### src/rtl/wb_writer_if.sv
// wb_writer_if: groups the handshake and bus signals of the writeback driver.
//   alu_*      : single-cycle ALU result (always accepted)
//   lsu_*      : LSU result with valid/ready handshake
//   wb_*       : register-file write port (rd / rd_data_in / we)
// Modports:
//   master : producer / register-file side (drives ALU and LSU inputs)
//   slave  : wb_writer side
interface wb_writer_if;
  logic        alu_valid;
  logic [4:0]  alu_rd;
  logic [31:0] alu_data;
  logic        lsu_valid;
  logic        lsu_ready;
  logic [4:0]  lsu_rd;
  logic [31:0] lsu_data;
  logic        wb_we;
  logic [4:0]  wb_rd;
  logic [31:0] wb_data;

  modport master (
    output alu_valid, alu_rd, alu_data, lsu_valid, lsu_rd, lsu_data,
    input  lsu_ready, wb_we, wb_rd, wb_data
  );

  modport slave (
    input  alu_valid, alu_rd, alu_data, lsu_valid, lsu_rd, lsu_data,
    output lsu_ready, wb_we, wb_rd, wb_data
  );
endinterface

### src/rtl/wb_writer.sv
// wb_writer: writeback driver for the register file's single write port.
// Merges the ALU path (highest priority, never stalled) with LSU results that
// are buffered in a DEPTH-entry FIFO. ALU writes squash older queued LSU
// entries targeting the same register (WAW), so the younger ALU value wins.
// Ports:
//   clk, reset    : clock (rising edge), synchronous active-high reset
//   bus (slave)   : alu_*, lsu_* handshake, registered wb_we/wb_rd/wb_data
//   pending_mask  : bit i set while a live queued entry targets register i
//   fifo_count    : FIFO occupancy, squashed entries included
// Optional (macro WB_WRITER_STATS_EN): stat_alu_wr, stat_lsu_wr, stat_squash
//   event counters, wrapping at 2^32.
module wb_writer #(
  parameter  int DEPTH = 4,
  localparam int AW    = $clog2(DEPTH)
) (
  input  logic          clk,
  input  logic          reset,
  wb_writer_if.slave    bus,
  output logic [31:0]   pending_mask,
  output logic [AW:0]   fifo_count
`ifdef WB_WRITER_STATS_EN
  ,
  output logic [31:0]   stat_alu_wr,
  output logic [31:0]   stat_lsu_wr,
  output logic [31:0]   stat_squash
`endif
);

  localparam logic [AW:0] FULL_CNT = (AW+1)'(DEPTH);

  logic              live_r [DEPTH];
  logic [4:0]        rd_r   [DEPTH];
  logic [31:0]       data_r [DEPTH];
  logic [AW-1:0]     wr_ptr_r;
  logic [AW-1:0]     rd_ptr_r;
  logic [AW:0]       count_r;
  logic              ready_r;
  logic              wb_we_r;
  logic [4:0]        wb_rd_r;
  logic [31:0]       wb_data_r;

  logic              alu_wr_s;
  logic              push_s;
  logic              pop_s;
  logic              push_live_s;
  logic              head_live_s;
  logic [AW:0]       count_next_s;
  logic [DEPTH-1:0]  occ_s;
  logic [DEPTH-1:0]  kill_s;
  logic [31:0]       mask_s;
  logic [AW-1:0]     off_s;

  // Handshake, pop decision and live-bit of an incoming entry.
  always_comb begin
    alu_wr_s     = bus.alu_valid && (bus.alu_rd != 5'd0);
    push_s       = bus.lsu_valid && ready_r;
    // Any ALU slot (even rd==0) owns the write port, so the FIFO waits.
    pop_s        = !bus.alu_valid && (count_r != {(AW+1){1'b0}});
    push_live_s  = (bus.lsu_rd != 5'd0) && !(alu_wr_s && (bus.lsu_rd == bus.alu_rd));
    head_live_s  = live_r[rd_ptr_r];
    count_next_s = count_r + {{AW{1'b0}}, push_s} - {{AW{1'b0}}, pop_s};
  end

  // Per-entry occupancy, WAW squash hits and the pending-write mask.
  always_comb begin
    occ_s  = {DEPTH{1'b0}};
    kill_s = {DEPTH{1'b0}};
    mask_s = 32'd0;
    off_s  = {AW{1'b0}};
    for (int i = 0; i < DEPTH; i++) begin
      // Distance from the head decides whether slot i holds a queued entry.
      off_s     = AW'(i) - rd_ptr_r;
      occ_s[i]  = ({1'b0, off_s} < count_r);
      kill_s[i] = occ_s[i] && live_r[i] && alu_wr_s && (rd_r[i] == bus.alu_rd);
      mask_s    = mask_s | ((occ_s[i] && live_r[i]) ? (32'd1 << rd_r[i]) : 32'd0);
    end
    mask_s[0] = 1'b0;
  end

  // FIFO storage, pointers, ready flag and the registered write port.
  always_ff @(posedge clk) begin
    if (reset) begin
      for (int i = 0; i < DEPTH; i++) begin
        live_r[i] <= 1'b0;
        rd_r[i]   <= 5'd0;
        data_r[i] <= 32'd0;
      end
      wr_ptr_r  <= {AW{1'b0}};
      rd_ptr_r  <= {AW{1'b0}};
      count_r   <= {(AW+1){1'b0}};
      ready_r   <= 1'b0;
      wb_we_r   <= 1'b0;
      wb_rd_r   <= 5'd0;
      wb_data_r <= 32'd0;
    end else begin
      for (int i = 0; i < DEPTH; i++) begin
        if (kill_s[i]) begin
          live_r[i] <= 1'b0;
        end
      end
      if (push_s) begin
        live_r[wr_ptr_r] <= push_live_s;
        rd_r[wr_ptr_r]   <= bus.lsu_rd;
        data_r[wr_ptr_r] <= bus.lsu_data;
        wr_ptr_r         <= wr_ptr_r + AW'(1);
      end
      if (pop_s) begin
        rd_ptr_r <= rd_ptr_r + AW'(1);
      end
      count_r <= count_next_s;
      // Ready is computed from next-state occupancy: no pass-through when full.
      ready_r <= (count_next_s != FULL_CNT);
      if (bus.alu_valid) begin
        wb_we_r <= alu_wr_s;
        if (alu_wr_s) begin
          wb_rd_r   <= bus.alu_rd;
          wb_data_r <= bus.alu_data;
        end
      end else if (pop_s) begin
        // Squashed heads still take one drain cycle, with no write.
        wb_we_r <= head_live_s;
        if (head_live_s) begin
          wb_rd_r   <= rd_r[rd_ptr_r];
          wb_data_r <= data_r[rd_ptr_r];
        end
      end else begin
        wb_we_r <= 1'b0;
      end
    end
  end

  assign bus.lsu_ready = ready_r;
  assign bus.wb_we     = wb_we_r;
  assign bus.wb_rd     = wb_rd_r;
  assign bus.wb_data   = wb_data_r;
  assign pending_mask  = mask_s;
  assign fifo_count    = count_r;

`ifdef WB_WRITER_STATS_EN
  logic [31:0] stat_alu_r;
  logic [31:0] stat_lsu_r;
  logic [31:0] stat_sq_r;

  // Event counters; several squashes in one cycle count as one event.
  always_ff @(posedge clk) begin
    if (reset) begin
      stat_alu_r <= 32'd0;
      stat_lsu_r <= 32'd0;
      stat_sq_r  <= 32'd0;
    end else begin
      stat_alu_r <= stat_alu_r + {31'd0, alu_wr_s};
      stat_lsu_r <= stat_lsu_r + {31'd0, (pop_s && head_live_s)};
      stat_sq_r  <= stat_sq_r + {31'd0, ((|kill_s) || (push_s && !push_live_s))};
    end
  end

  assign stat_alu_wr = stat_alu_r;
  assign stat_lsu_wr = stat_lsu_r;
  assign stat_squash = stat_sq_r;
`endif

endmodule

### src/flat_wrapper.sv
// flat-port wrapper written by rule: the top's interface ports become plain ports
module wb_writer_flat 
#(
  parameter  int DEPTH = 4,
  localparam int AW    = $clog2(DEPTH)
)
  (clk, reset, pending_mask, fifo_count, bus_alu_valid, bus_alu_rd, bus_alu_data, bus_lsu_valid, bus_lsu_rd, bus_lsu_data, bus_lsu_ready, bus_wb_we, bus_wb_rd, bus_wb_data);
  wb_writer_if bus_i ();
  input  logic clk;
  input  logic reset;
  output logic [31:0] pending_mask;
  output logic [AW:0] fifo_count;
  input wire logic [$bits(bus_i.alu_valid)-1:0] bus_alu_valid;
  input wire logic [$bits(bus_i.alu_rd)-1:0] bus_alu_rd;
  input wire logic [$bits(bus_i.alu_data)-1:0] bus_alu_data;
  input wire logic [$bits(bus_i.lsu_valid)-1:0] bus_lsu_valid;
  input wire logic [$bits(bus_i.lsu_rd)-1:0] bus_lsu_rd;
  input wire logic [$bits(bus_i.lsu_data)-1:0] bus_lsu_data;
  output wire logic [$bits(bus_i.lsu_ready)-1:0] bus_lsu_ready;
  output wire logic [$bits(bus_i.wb_we)-1:0] bus_wb_we;
  output wire logic [$bits(bus_i.wb_rd)-1:0] bus_wb_rd;
  output wire logic [$bits(bus_i.wb_data)-1:0] bus_wb_data;
  assign bus_i.alu_valid = bus_alu_valid;
  assign bus_i.alu_rd = bus_alu_rd;
  assign bus_i.alu_data = bus_alu_data;
  assign bus_i.lsu_valid = bus_lsu_valid;
  assign bus_i.lsu_rd = bus_lsu_rd;
  assign bus_i.lsu_data = bus_lsu_data;
  assign bus_lsu_ready = bus_i.lsu_ready;
  assign bus_wb_we = bus_i.wb_we;
  assign bus_wb_rd = bus_i.wb_rd;
  assign bus_wb_data = bus_i.wb_data;
  wb_writer #(.DEPTH(DEPTH)) u_core (.clk(clk), .reset(reset), .bus(bus_i), .pending_mask(pending_mask), .fifo_count(fifo_count));
endmodule
### config.mk
export PLATFORM = sky130hd
export DESIGN_NAME = wb_writer_flat
export DESIGN_NICKNAME = d
export VERILOG_FILES = /design/src/rtl/wb_writer_if.sv /design/src/rtl/wb_writer.sv /design/src/flat_wrapper.sv
export SDC_FILE = /design/constraint.sdc
export NUM_CORES = 1
export LEC_CHECK = 0
export ABC_AREA = 1
export CAP_MARGIN = 20
export CORE_UTILIZATION = 32
export CTS_BUF_LIST = sky130_fd_sc_hd__clkbuf_8 sky130_fd_sc_hd__clkbuf_16
export DETAILED_ROUTE_END_ITERATION = 12
export PLACE_DENSITY_LB_ADDON = 0.2
export SETUP_SLACK_MARGIN = 0.3
export SLEW_MARGIN = 40
export SYNTH_ARGS = -nofsm -noshare
export SYNTH_HDL_FRONTEND = slang
export SYNTH_SLANG_ARGS = --single-unit
### constraint.sdc
create_clock -name clk -period 4.23 [get_ports clk]
set_input_delay 0.846 -clock clk [delete_from_list [all_inputs] [get_ports clk]]
set_output_delay 0.846 -clock clk [all_outputs]
set_load 0.005 [all_outputs]
After elaboration in Yosys (flattened, before gate mapping)
Memories as Yosys holds them, arrays and structs flattened. A register that Yosys moved wholly into a read port is not among the register bits.
Cells that the tools add are included.
- memories kept: 3
- RAM bits: 152
- flip-flop bits (word level): 46
- bits of input ports: 78
- magnitude comparators: 4
- shift-type cells: 4
- bitwise gates (word level): 7
- multiplexer cells: 47
- add/subtract/negate cells: 8
- reductions and logical operators: 27
- equal/unequal tests: 7
- memories (name ; words ; width ; rd ports ; clocked after memory_dff ; wr ports ; RTL line ; source):
    u_core.data_r ; 4 ; 32 ; 1 ; 1 ; 4 ; wb_writer.sv:33 ; logic [31:0] data_r [DEPTH];
    u_core.rd_r ; 4 ; 5 ; 5 ; 1 ; 4 ; wb_writer.sv:32 ; logic [4:0] rd_r [DEPTH];
    u_core.live_r ; 4 ; 1 ; 5 ; 1 ; 5 ; wb_writer.sv:31 ; logic live_r [DEPTH];
- operators by type and width (operator ; count):
    32-bit two-way mux ; 9
    1-bit by 5-bit << shifter with 32-bit output, first input constant ; 4
    32-bit OR ; 3
    32-bit OR reduction ; 1
    5-bit == test ; 5
    1-bit two-way mux ; 25
    5-bit two-way mux ; 5
    1-bit logical AND ; 17
    2-bit two-way mux ; 8
    2-bit by 3-bit less-than comparator with 1-bit output ; 4
    5-bit nonzero test ; 2
    5-bit OR reduction ; 1
    2-bit by 1-bit adder with 2-bit output, second input constant ; 2
    1-bit OR ; 4
    2-bit nonzero test ; 2
    1-bit by 2-bit subtractor with 2-bit output, first input constant ; 2
    2-bit subtractor, first input constant ; 2
    3-bit by 1-bit adder with 3-bit output ; 1
    3-bit != test, second input constant ; 1
    3-bit AND reduction ; 1
    3-bit nonzero test ; 1
    3-bit by 1-bit subtractor with 3-bit output ; 1
    1-bit logical NOT ; 2
    2-bit by 1-bit != test with 1-bit output, second input constant ; 1

Longest topological paths before layout
Gate-level depths: netlist of run 1.
- depth in word-level cells: 9
- gate-level depth with buffers: 11

Worst setup path after synthesis of run 1
OpenSTA, ideal clock, no wires.
- kind: in2reg
- from: input bus_lsu_valid
- to: memory u_core.data_r[0][0] (enable)
- data required time: 3.835 ns
- setup slack: 1.356 ns
- arrival: 2.479 ns
- buffers on the path: 2
- cell stages on the path: 8
- cells stage by stage: nand2_1 -> nor2_4 -> inv_2 -> nor2_1 -> nand2_1 -> buf_2 -> buf_2 -> nand2_1
- RTL lines (what ; RTL line ; source):
    start: declaration ; flat_wrapper.sv:16 ; input wire logic [$bits(bus_i.lsu_valid)-1:0] bus_lsu_valid;
    end: declaration ; wb_writer.sv:33 ;

Final worst setup path of run 1
- from: register u_core.rd_ptr_r[0]
- to: output pending_mask[11]
- cells in the longest elaborated chain, start to end: 7
- elaborated cells between the ends (all ways): 19
- those cells by class: 4 x add/sub; 4 x order compare; 4 x mux; 3 x bitwise; 4 x reduce/logical
- RTL lines (what ; RTL line ; source):
    start: declaration ; wb_writer.sv:35 ; logic [AW-1:0] rd_ptr_r;
    start signal: assignment ; wb_writer.sv:89 ; rd_ptr_r <= {AW{1'b0}};
    start signal: assignment ; wb_writer.sv:108 ; rd_ptr_r <= rd_ptr_r + AW'(1);
    1-bit by 2-bit subtractor with 2-bit output ; wb_writer.sv:72 ; off_s = AW'(i) - rd_ptr_r;
    2-bit by 3-bit less-than comparator with 1-bit output ; wb_writer.sv:73 ; occ_s[i] = ({1'b0, off_s} < count_r);
    1-bit logical AND ; wb_writer.sv:75 ; mask_s = mask_s | ((occ_s[i] && live_r[i]) ? (32'd1 << rd_r[i]) : 32'd0);
    32-bit two-way mux ; wb_writer.sv:75 ;
    32-bit OR (2 in a row) ; wb_writer.sv:75 ;
    32-bit OR (*) ; wb_writer.sv:75 ;
    end: declaration ; flat_wrapper.sv:11 ; output logic [31:0] pending_mask;
Every way passes the cells marked *; elsewhere a longest branch is shown, timed or not.

==> results of run 1 <==
## through the flow
stage | worst slack, ns | power [W] | std cells
2_1_floorplan | 1.356 | 0.003943 | 1597
3_3_place_gp | 0.9624 | 0.004646 | 2142
3_5_place_dp | 0.9127 | 0.004675 | 2142
4_1_cts | 0.4193 | 0.006253 | 2174
5_1_grt | 0.2735 | 0.006591 | 2174
6_report | 0.4032 | 0.006206 | 2175
## final timing paths
kind                                           start                             endpoint  depth (start not counted)
setup / recovery     u_core.rd_ptr_r[0]$_SDFFE_PP0P_                     pending_mask[11]                         10
hold / removal    u_core.bus.wb_data[0]$_SDFFE_PP0P_   u_core.bus.wb_data[0]$_SDFFE_PP0P_                          2
setup reg to reg                            register  u_core.bus.wb_data[13]$_SDFFE_PP0P_                          8
hold reg to reg   u_core.bus.wb_data[0]$_SDFFE_PP0P_   u_core.bus.wb_data[0]$_SDFFE_PP0P_                          2
## worst min-delay path: cells and delay by family, from the launching register on
| kind | cells | cell delay [ns] |
|---|---|---|
| and+or+nand+nor | 1 | 0.07 |
| AOI/OAI and AO/OA | 1 | 0.05 |
| DFF | 1 | 0.32 |
## cells in the final DEF, fill, tap and decap left out, drive strengths merged
cell and n:
o21bai 1, o21ai 3, conb 1, a31oi 2, diode 1, nand4 10
xnor2 18, a21oi 59, nor4 4, clkdlybuf4s50 148, clkbuf 17, nor2 288
buf 28, clkinv 11, nor3 29, xor2 9, nand3 187, nand2 464
edfxtp 152, dfxtp 48, fa 1, inv 216, ha 10
## metal layers
metal | up-vias | wire length (um) | global-route usage (%)
li1 | 5181 | - | -
met1 | 4920 | 17160 | 26.45
met2 | 294 | 18270 | 34.59
met3 | 39 | 1832 | 3.247
met4 | 0 | 577 | 4.841
met5 | - | 0 | 0
## where the power goes
group,internal [W],switching [W]
logic,0.000729,0.00138
clock network,0.000781,0.000808
registers,0.00234,0.000169
total,0.00385,0.00235
## synthesized netlist by cell type (3+ instances only)
library cell  instances
buf_12                3
inv_2                 7
o21ai_0               3
xnor2_1              18
edfxtp_1            152
inv_1               200
dfxtp_1              48
nand3_2              22
nand2_1             431
buf_2                51
ha_1                 10
buf_4                 8
nor3_1               29
clkbuf_1             24
nand4_1              10
nand2_2              32
a21oi_1              28
buf_1                 9
buf_6                 4
xor2_1                9
clkinv_1              5
a21oi_2              30
nor4_1                4
nand3_1             164
nor2_1              286
## kinds of logic (layout without fill, tap and decap cells)
family / Yosys count / in the layout / synth area share (%)
simple gates: 982 / 982 / 35.42
compound gates: 65 / 65 / 3.807
other cells: 1 / 2 / 0.03143
xor+xnor: 27 / 27 / 1.982
flops: 200 / 200 / 46.31
fa+ha+maj: 11 / 11 / 1.217
buf+inv: 311 / 420 / 11.23
## sequential cells by signal (all words and copies together) (netlist names), named ones only
name,flops
u_core.wr_ptr_r,2
u_core.fifo_count,3
u_core.live_r,4
u_core.bus.lsu_ready,1
u_core.bus.wb_data,32
u_core.bus.wb_rd,5
u_core.data_r,128
u_core.bus.wb_we,1
u_core.rd_r,20
u_core.rd_ptr_r,2
## area by class of cell
| type | count | share of cell area (%) |
|---|---|---|
| Multi-Input combinational cell | 1086 | 35.58 |
| Timing Repair Buffer | 176 | 12.07 |
| Sequential cell | 200 | 38.69 |
| Antenna cell | 1 | 0.01752 |
| Inverter | 212 | 5.605 |
| Clock inverter | 15 | 0.9634 |
| Clock buffer | 17 | 2.978 |
| Tap cell | 468 | 4.099 |
## what timing repair did
item                                    CTS  global route
resized for setup                         0             1
hold endpoints to repair                  0             0
buffers inserted                          0             0
endpoints found under the setup margin    0             6
==> flow_summary.ini, run 1 <==
[timing]
setup_viol = 0
rsz0062_at_grt = true
min_period_over_period_pct = 90.47
fin_tns_setup_ns = 0
max_freq_ghz = 0.2613
hold_ws_ns = 0.4820
max_slew_margin_pct = 48.50
finalHoldViolCount = 0
fin_crit_ns = 3.827
max_slew.worst_pin.slew_ns = 0.7725
fin_skew_ns = 0.01269
drv_slew = 0

[clock_tree]
h-tree-depth = 4
tritoncts = yes
clock-sinks = 200
cts_buffers = 17
clockBufferDepth = 2
clk_pin_slew_worst_paths_ns = 0.08
ctsHoldBuffers = 0
clock_latency_ns = 0.44
cts_root_buf = clkbuf_16

[worst_setup_path]
slowest_delay_ns = 0.52
cp-end-kind = output pin
crit_required_ns = 3.38
path_buf_inv = 2
start_kind = register
cpMostUsedCell = nand2_1
ff2ff_setup_slack_ns = 1.39
crit_fanout = 11
path_class = register to output pin
worstPathArrival_ns = 2.98
cp_cell_sequence = xor2_1 -> ha_1 -> nand2_1 -> nand2_1 -> nand2_1 -> nand2_1 -> inv_1 -> nand2_1 -> nand3_1 -> clkdlybuf4s50_1
cp_slowest_cell = clkdlybuf4s50_1
cp_top_family = buffers and inverters

[synthesis]
synthArstFlopShare_pct = 0
ys_ff_latch = 200
synth_area_um2 = 11930
ys_warn_count = 0
synth_nets = 1686
synth_top_area_cell = edfxtp_1
synth_area_leaders = edfxtp_1, nand2_1, nor2_1
synth_cell_type_count = 33
synth_edf_count = 152
yosysSeqAreaShare_pct = 46.31
yosysTopAreaCellShare_pct = 38.26
synth_flop_cell = edfxtp_1
syn_area_per_cell_um2 = 7.470
synthCells = 1597

[place]
port_buffers = 150
gp_congestion = 0.9706
dp_hpwl_um = 25210
placed_area_um2 = 13720

[detailed_routing]
first_pass_iters = 5
via_per_inst = 4.797
vias = 10434
antenna_left = 0
drt_iter0_drc = 712
drc = 0
post_drt_wl_per_cell_um = 17.40
routed_wl_um = 37850

[floorplan]
coreArea_um2 = 36610
row_count = 70
io_pins = 152
die_y_um = 195.1
die_w_um = 195.1
initial_core_util_pct = 32.59
die_area_um2 = 38060

[global_routing]
grt_pass1_vias = 10053
grt_max_degree = 65
grt_pass1_wl_um = 58660
grt_usage_pct = 20.17
grt_antenna_before_repair = 2
grt-ovfl-total = 0

[final_layout]
area_growth_syn_to_layout_pct = 19.75
seqCellArea_um2 = 5528
multi_input_area_um2 = 5082
nNetsFinal = 1782
final_area_um2 = 14290
drive_gt1_share_pct = 9.613
n_fill_cell = 3831
final_core_util_pct = 39.02

[worst_hold_path]
hold_class = register to register

[power_and_ir_drop]
ir_drop_mv = 0.3207
p_per_area_nw_per_um2 = 434.4
p_leak_nw = 6.119

[outcome]
status = completed

[flow_run]
maxCapViolCount = 0
No activity file was read; power rests on OpenSTA's default activity.
==> inputs of run 2 (changes only) <==
PLACE_DENSITY = 0.5   (was default)
PLACE_DENSITY_LB_ADDON = default   (was 0.2)
==> run 2 against run 1 <==
Register-to-register slack gained 0.07 ns. Critical endpoint is now pending_mask[14]. Sequential cell count unchanged. Maximum frequency grew 3.7%. Largest cell class unchanged. Hold slack got worse by 0.0013 ns. Highest routed layer is now met5.
==> flow_summary.ini, run 2 (same netlist as run 1, synthesis figures left out) <==
[outcome]
status = completed

[final_layout]
nNetsFinal = 1783
largest_reg_flops = 128
largest-register = u_core.data_r
antenna_cells = 0
final_common_cell = nand2_1
seqCellArea_um2 = 5528
final_area_um2 = 14290
drive_gt1_share_pct = 9.607
multi_input_area_um2 = 5082
area_growth_syn_to_layout_pct = 19.75
finalNonFillerCells = 2175
final_cell_mix = nand2_1, nor2_1, inv_1
n_fill_cell = 3837

[detailed_routing]
drc = 0
via_per_inst = 4.776
first_pass_iters = 6
post_drt_wl_per_cell_um = 17.74
antenna_left = 0
vias = 10387
drt_iter0_drc = 757
routed_wl_um = 38590

[clock_tree]
clock_latency_ns = 0.44
cts_root_buf = clkbuf_16
ctsHoldBuffers = 0
ctsResizeCount = 0
clockBufferDepth = 2
tritoncts = yes
clock-sinks = 200
clk_pin_slew_worst_paths_ns = 0.08
h-tree-depth = 4
cts_buffers = 17
cts_setup_buffers = 0

[worst_setup_path]
cp_top_family = simple AND/OR/NAND/NOR gates
crit_fanout = 17
ff2ff_setup_slack_ns = 1.46
path_class = register to output pin
cp-end-kind = output pin
cp_slowest_cell = clkdlybuf4s50_1
path_buf_inv = 2
cp_cell_sequence = xor2_1 -> inv_1 -> ha_1 -> nand2_1 -> nand2_1 -> nand2_1 -> nand2_2 -> nor2_1 -> nand2_1 -> nand3_1 -> clkdlybuf4s50_1
start_kind = register
worstPathArrival_ns = 2.84
slowest_delay_ns = 0.50
crit_required_ns = 3.38
cpMostUsedCell = nand2_1

[timing]
setup_viol = 0
setup_slack_ns = 0.5412
hold_ws_ns = 0.4806
drv_slew = 0
fin_skew_ns = 0.01643
rsz0062_at_grt = false
finalHoldViolCount = 0
fin_tns_setup_ns = 0
max_slew.worst_pin.slew_ns = 0.7569
max_slew_margin_pct = 49.36
max_freq_ghz = 0.2711
min_period_over_period_pct = 87.21
fin_crit_ns = 3.689

[floorplan]
row_count = 70
initial_core_util_pct = 32.59
die_area_um2 = 38060
die_y_um = 195.1
io_pins = 152
die_w_um = 195.1
coreArea_um2 = 36610

[global_routing]
grt_antenna_before_repair = 1
grt_pass1_wl_um = 59420
grt_max_degree = 53
grt-ovfl-total = 0
grt_pass1_vias = 9984
grt_usage_pct = 20.51

[place]
dp.cells = 2143
dp_slack_ns = 0.9054
placed_area_um2 = 13710
port_buffers = 150
gp_congestion = 0.8842
dp_hpwl_um = 26270

[power_and_ir_drop]
p_per_area_nw_per_um2 = 436.7
ir_drop_mv = 0.2947
switching_share_pct = 37.58
p_leak_nw = 6.103
internal_power_w = 0.003894
seqPwrFrac_pct = 40.5
combPwrFrac_pct = 33.5
p_sw_w = 0.002344
clkPwrFrac_pct = 26.0

[worst_hold_path]
hold_class = register to register

[flow_run]
maxCapViolCount = 0
run 2: cell types whose count changed in the layout (fill, tap and decap cells not counted), moves of 2 or more:
cell,delta
inv_8,-2
inv_4,-2
clkinvlp_4,+3
clkinv_4,-4
clkinv_1,+2
buf_4,+3
inv_6,+4
run 2: worst register-to-register path: stages (launching register included):
cell	delay, ns
dfxtp_2	0.71
inv_2	0.40
nand2_1	0.14
nand3_1	0.11
nand3_4	0.56
nand2_8	0.43
nand2_1	0.22
a21oi_1	0.07
run 2: area by class of cell:
| class | instances | area share (%) |
|---|---|---|
| flip-flops and latches | 200 | 38.69 |
| multi-input cells | 1086 | 35.58 |
| repair buffers | 177 | 12.05 |
| inverters | 212 | 5.631 |
| well taps | 468 | 4.099 |
| clock buffers | 17 | 2.978 |
| clock inverters | 15 | 0.9721 |
run 2: path summary, 6_finish.rpt:
path	start	to	depth (start not counted)
worst max-delay path	u_core.rd_ptr_r[0]$_SDFFE_PP0P_	pending_mask[14]	11
worst min-delay path	u_core.bus.wb_data[17]$_SDFFE_PP0P_	u_core.bus.wb_data[17]$_SDFFE_PP0P_	2
worst max register to register	register	u_core.bus.wb_data[12]$_SDFFE_PP0P_	7
worst min register to register	u_core.bus.wb_data[17]$_SDFFE_PP0P_	u_core.bus.wb_data[17]$_SDFFE_PP0P_	2
run 2: through the flow:
stage,power (W),utilization [%]
6_report,0.006238,39.02
5_1_grt,0.006629,39.02
4_1_cts,0.006301,39.00
3_5_place_dp,0.004682,37.46
3_3_place_gp,0.004671,37.45
2_1_floorplan,0.003943,-
run 2: routing by layer:
layer	global-route usage, %	share of wire, %
met1	27.61	46
met2	34.27	48
met3	2.815	4.2
met4	5.833	2.0
met5	0	0.034
run 2: power by group through the flow:
| stage | clock network, W | registers (W) | logic, W |
|---|---|---|---|
| floorplan | 0 | 0.00248 | 0.00146 |
| global placement | 0 | 0.00257 | 0.00210 |
| detailed placement | 0 | 0.00257 | 0.00211 |
| CTS | 0.00165 | 0.00253 | 0.00212 |
| global route | 0.00173 | 0.00256 | 0.00235 |
| finish | 0.00162 | 0.00253 | 0.00209 |
==> inputs of run 3 (changes only) <==
GPL_ROUTABILITY_DRIVEN = 0   (was default)
SLEW_MARGIN = default   (was 40)
==> run 3 against run 2 <==
Utilization up 0.061 points. Wire length is 4.4% lower. Global-route usage is 1.0 points lower. Register-to-register slack improved by 0.26 ns. Combinational power is essentially flat. Maximum frequency is 1.8% lower. Clock power hardly changed. Sequential share of layout area shrank 0.061 points. Critical path depth stayed put. First-iteration DRC count down 0.66%. Total power shrank 0.35%. Critical path type unchanged. Critical endpoint is now pending_mask[8]. Largest cell class unchanged.
==> flow_summary.ini, run 3 (same netlist as run 1, synthesis figures left out) <==
[power_and_ir_drop]
ir_drop_mv = 0.3242
p_per_area_nw_per_um2 = 434.5
p_leak_nw = 6.101

[global_routing]
grt_antenna_before_repair = 2
grt_pass1_vias = 9852
grt_pass1_wl_um = 56790
grt-ovfl-total = 0
grt_max_degree = 56
grt_usage_pct = 19.50

[final_layout]
final_common_cell = nand2_1
area_growth_syn_to_layout_pct = 19.94
largest_reg_flops = 128
final_cell_mix = nand2_1, nor2_1, inv_1
nNetsFinal = 1784
final_area_um2 = 14310
largest-register = u_core.data_r
drive_gt1_share_pct = 9.778
n_fill_cell = 3813
final_core_util_pct = 39.08

[clock_tree]
cts_root_buf = clkbuf_16
clk_pin_slew_worst_paths_ns = 0.08
cts_buffers = 17
clock_latency_ns = 0.44
clock-sinks = 200
ctsHoldBuffers = 0
clockBufferDepth = 2
h-tree-depth = 4
tritoncts = yes

[floorplan]
row_count = 70
die_area_um2 = 38060
die_w_um = 195.1
initial_core_util_pct = 32.59
die_y_um = 195.1
io_pins = 152
coreArea_um2 = 36610

[worst_hold_path]
hold_class = register to register

[detailed_routing]
routed_wl_um = 36900
met1Wirelength_um = 16850
via_per_inst = 4.767
met3_length_um = 1501
first_pass_iters = 6
post_drt_wl_per_cell_um = 16.95
wl_met2_um = 17640
antenna_left = 0
drc = 0
drt_iter0_drc = 752
top_layer = met4
vias = 10377

[worst_setup_path]
cpMostUsedCell = nand2_1
crit_fanout = 16
cp-end-kind = output pin
crit_required_ns = 3.38
worstPathArrival_ns = 2.91
slowest_delay_ns = 0.45
cp_cell_sequence = xor2_1 -> ha_1 -> nand2_1 -> nand2_1 -> nand2_1 -> nand2_1 -> buf_4 -> clkinvlp_4 -> a21oi_1 -> nand2_1 -> clkdlybuf4s50_1
start_kind = register
path_class = register to output pin
cp_slowest_cell = clkdlybuf4s50_1

[timing]
setup_viol = 0
hold_ws_ns = 0.4801
fin_crit_ns = 3.755
max_freq_ghz = 0.2663
fin_skew_ns = 0.009302
min_period_over_period_pct = 88.76
finalHoldViolCount = 0
fin_tns_setup_ns = 0
max_slew.worst_pin.slew_ns = 0.8588
max_slew_margin_pct = 42.75
rsz0062_at_grt = false
drv_slew = 0

[place]
placed_area_um2 = 13720
dp_hpwl_um = 24640
port_buffers = 150

[flow_run]
maxCapViolCount = 0

[outcome]
status = completed
## run 3: cell type report
cell class	instances	area, um^2	share of cell area, %
multi-input combinational	1086	5085	35.54
clock inverter	15	141.4	0.9881
sequential	200	5528	38.63
timing repair buffer	178	1739	12.15
inverter	212	802.0	5.605
clock buffer	17	425.4	2.973
tap	468	585.6	4.092
antenna	1	2.502	0.01749
## run 3: routing by layer
metal	vias up	GRT usage [%]
met5	-	0
met4	0	6.882
met3	54	2.522
met2	306	32.59
met1	4839	25.81
li1	5178	-
## run 3: critical path: cells and delay by family (launching register included)
kind	cells	cell delay (ns)
fa+ha+maj	1	0.29
simple gates	5	0.38
flops	1	0.44
compound gates	1	0.23
xor+xnor	1	0.12
buf+inv	3	0.99
## run 3: path summary, 6_finish.rpt
kind                                                     startpoint                                   to  slack [ns]  cells after the start
worst min register to register  u_core.bus.wb_data[25]$_SDFFE_PP0P_  u_core.bus.wb_data[25]$_SDFFE_PP0P_        0.48                      2
worst max-delay path                u_core.rd_ptr_r[0]$_SDFFE_PP0P_                      pending_mask[8]        0.48                     11
worst min-delay path            u_core.bus.wb_data[25]$_SDFFE_PP0P_  u_core.bus.wb_data[25]$_SDFFE_PP0P_        0.48                      2
worst max register to register                             register   u_core.bus.wb_data[2]$_SDFFE_PP0P_        1.72                      7
## run 3: per-stage QoR
stage / std cells / power [W] / setup slack [ns]
finish: 2177 / 0.006217 / 0.4753
global route: 2177 / 0.006606 / 0.3151
CTS: 2175 / 0.006270 / 0.3851
detailed placement: 2143 / 0.004652 / 0.8757
global placement: 2143 / 0.004632 / 0.9464
floorplan: 1597 / 0.003943 / 1.356
## run 3: what timing repair did
action	4_1_cts	5_1_grt
setup buffers	0	1
setup endpoints to repair	0	25
gates resized for setup	0	3
## run 3: where the power goes
part / switching [W] / internal, W
Clock: 0.000790 / 0.000825
Combinational: 0.00137 / 0.000729
Sequential: 0.000157 / 0.00234
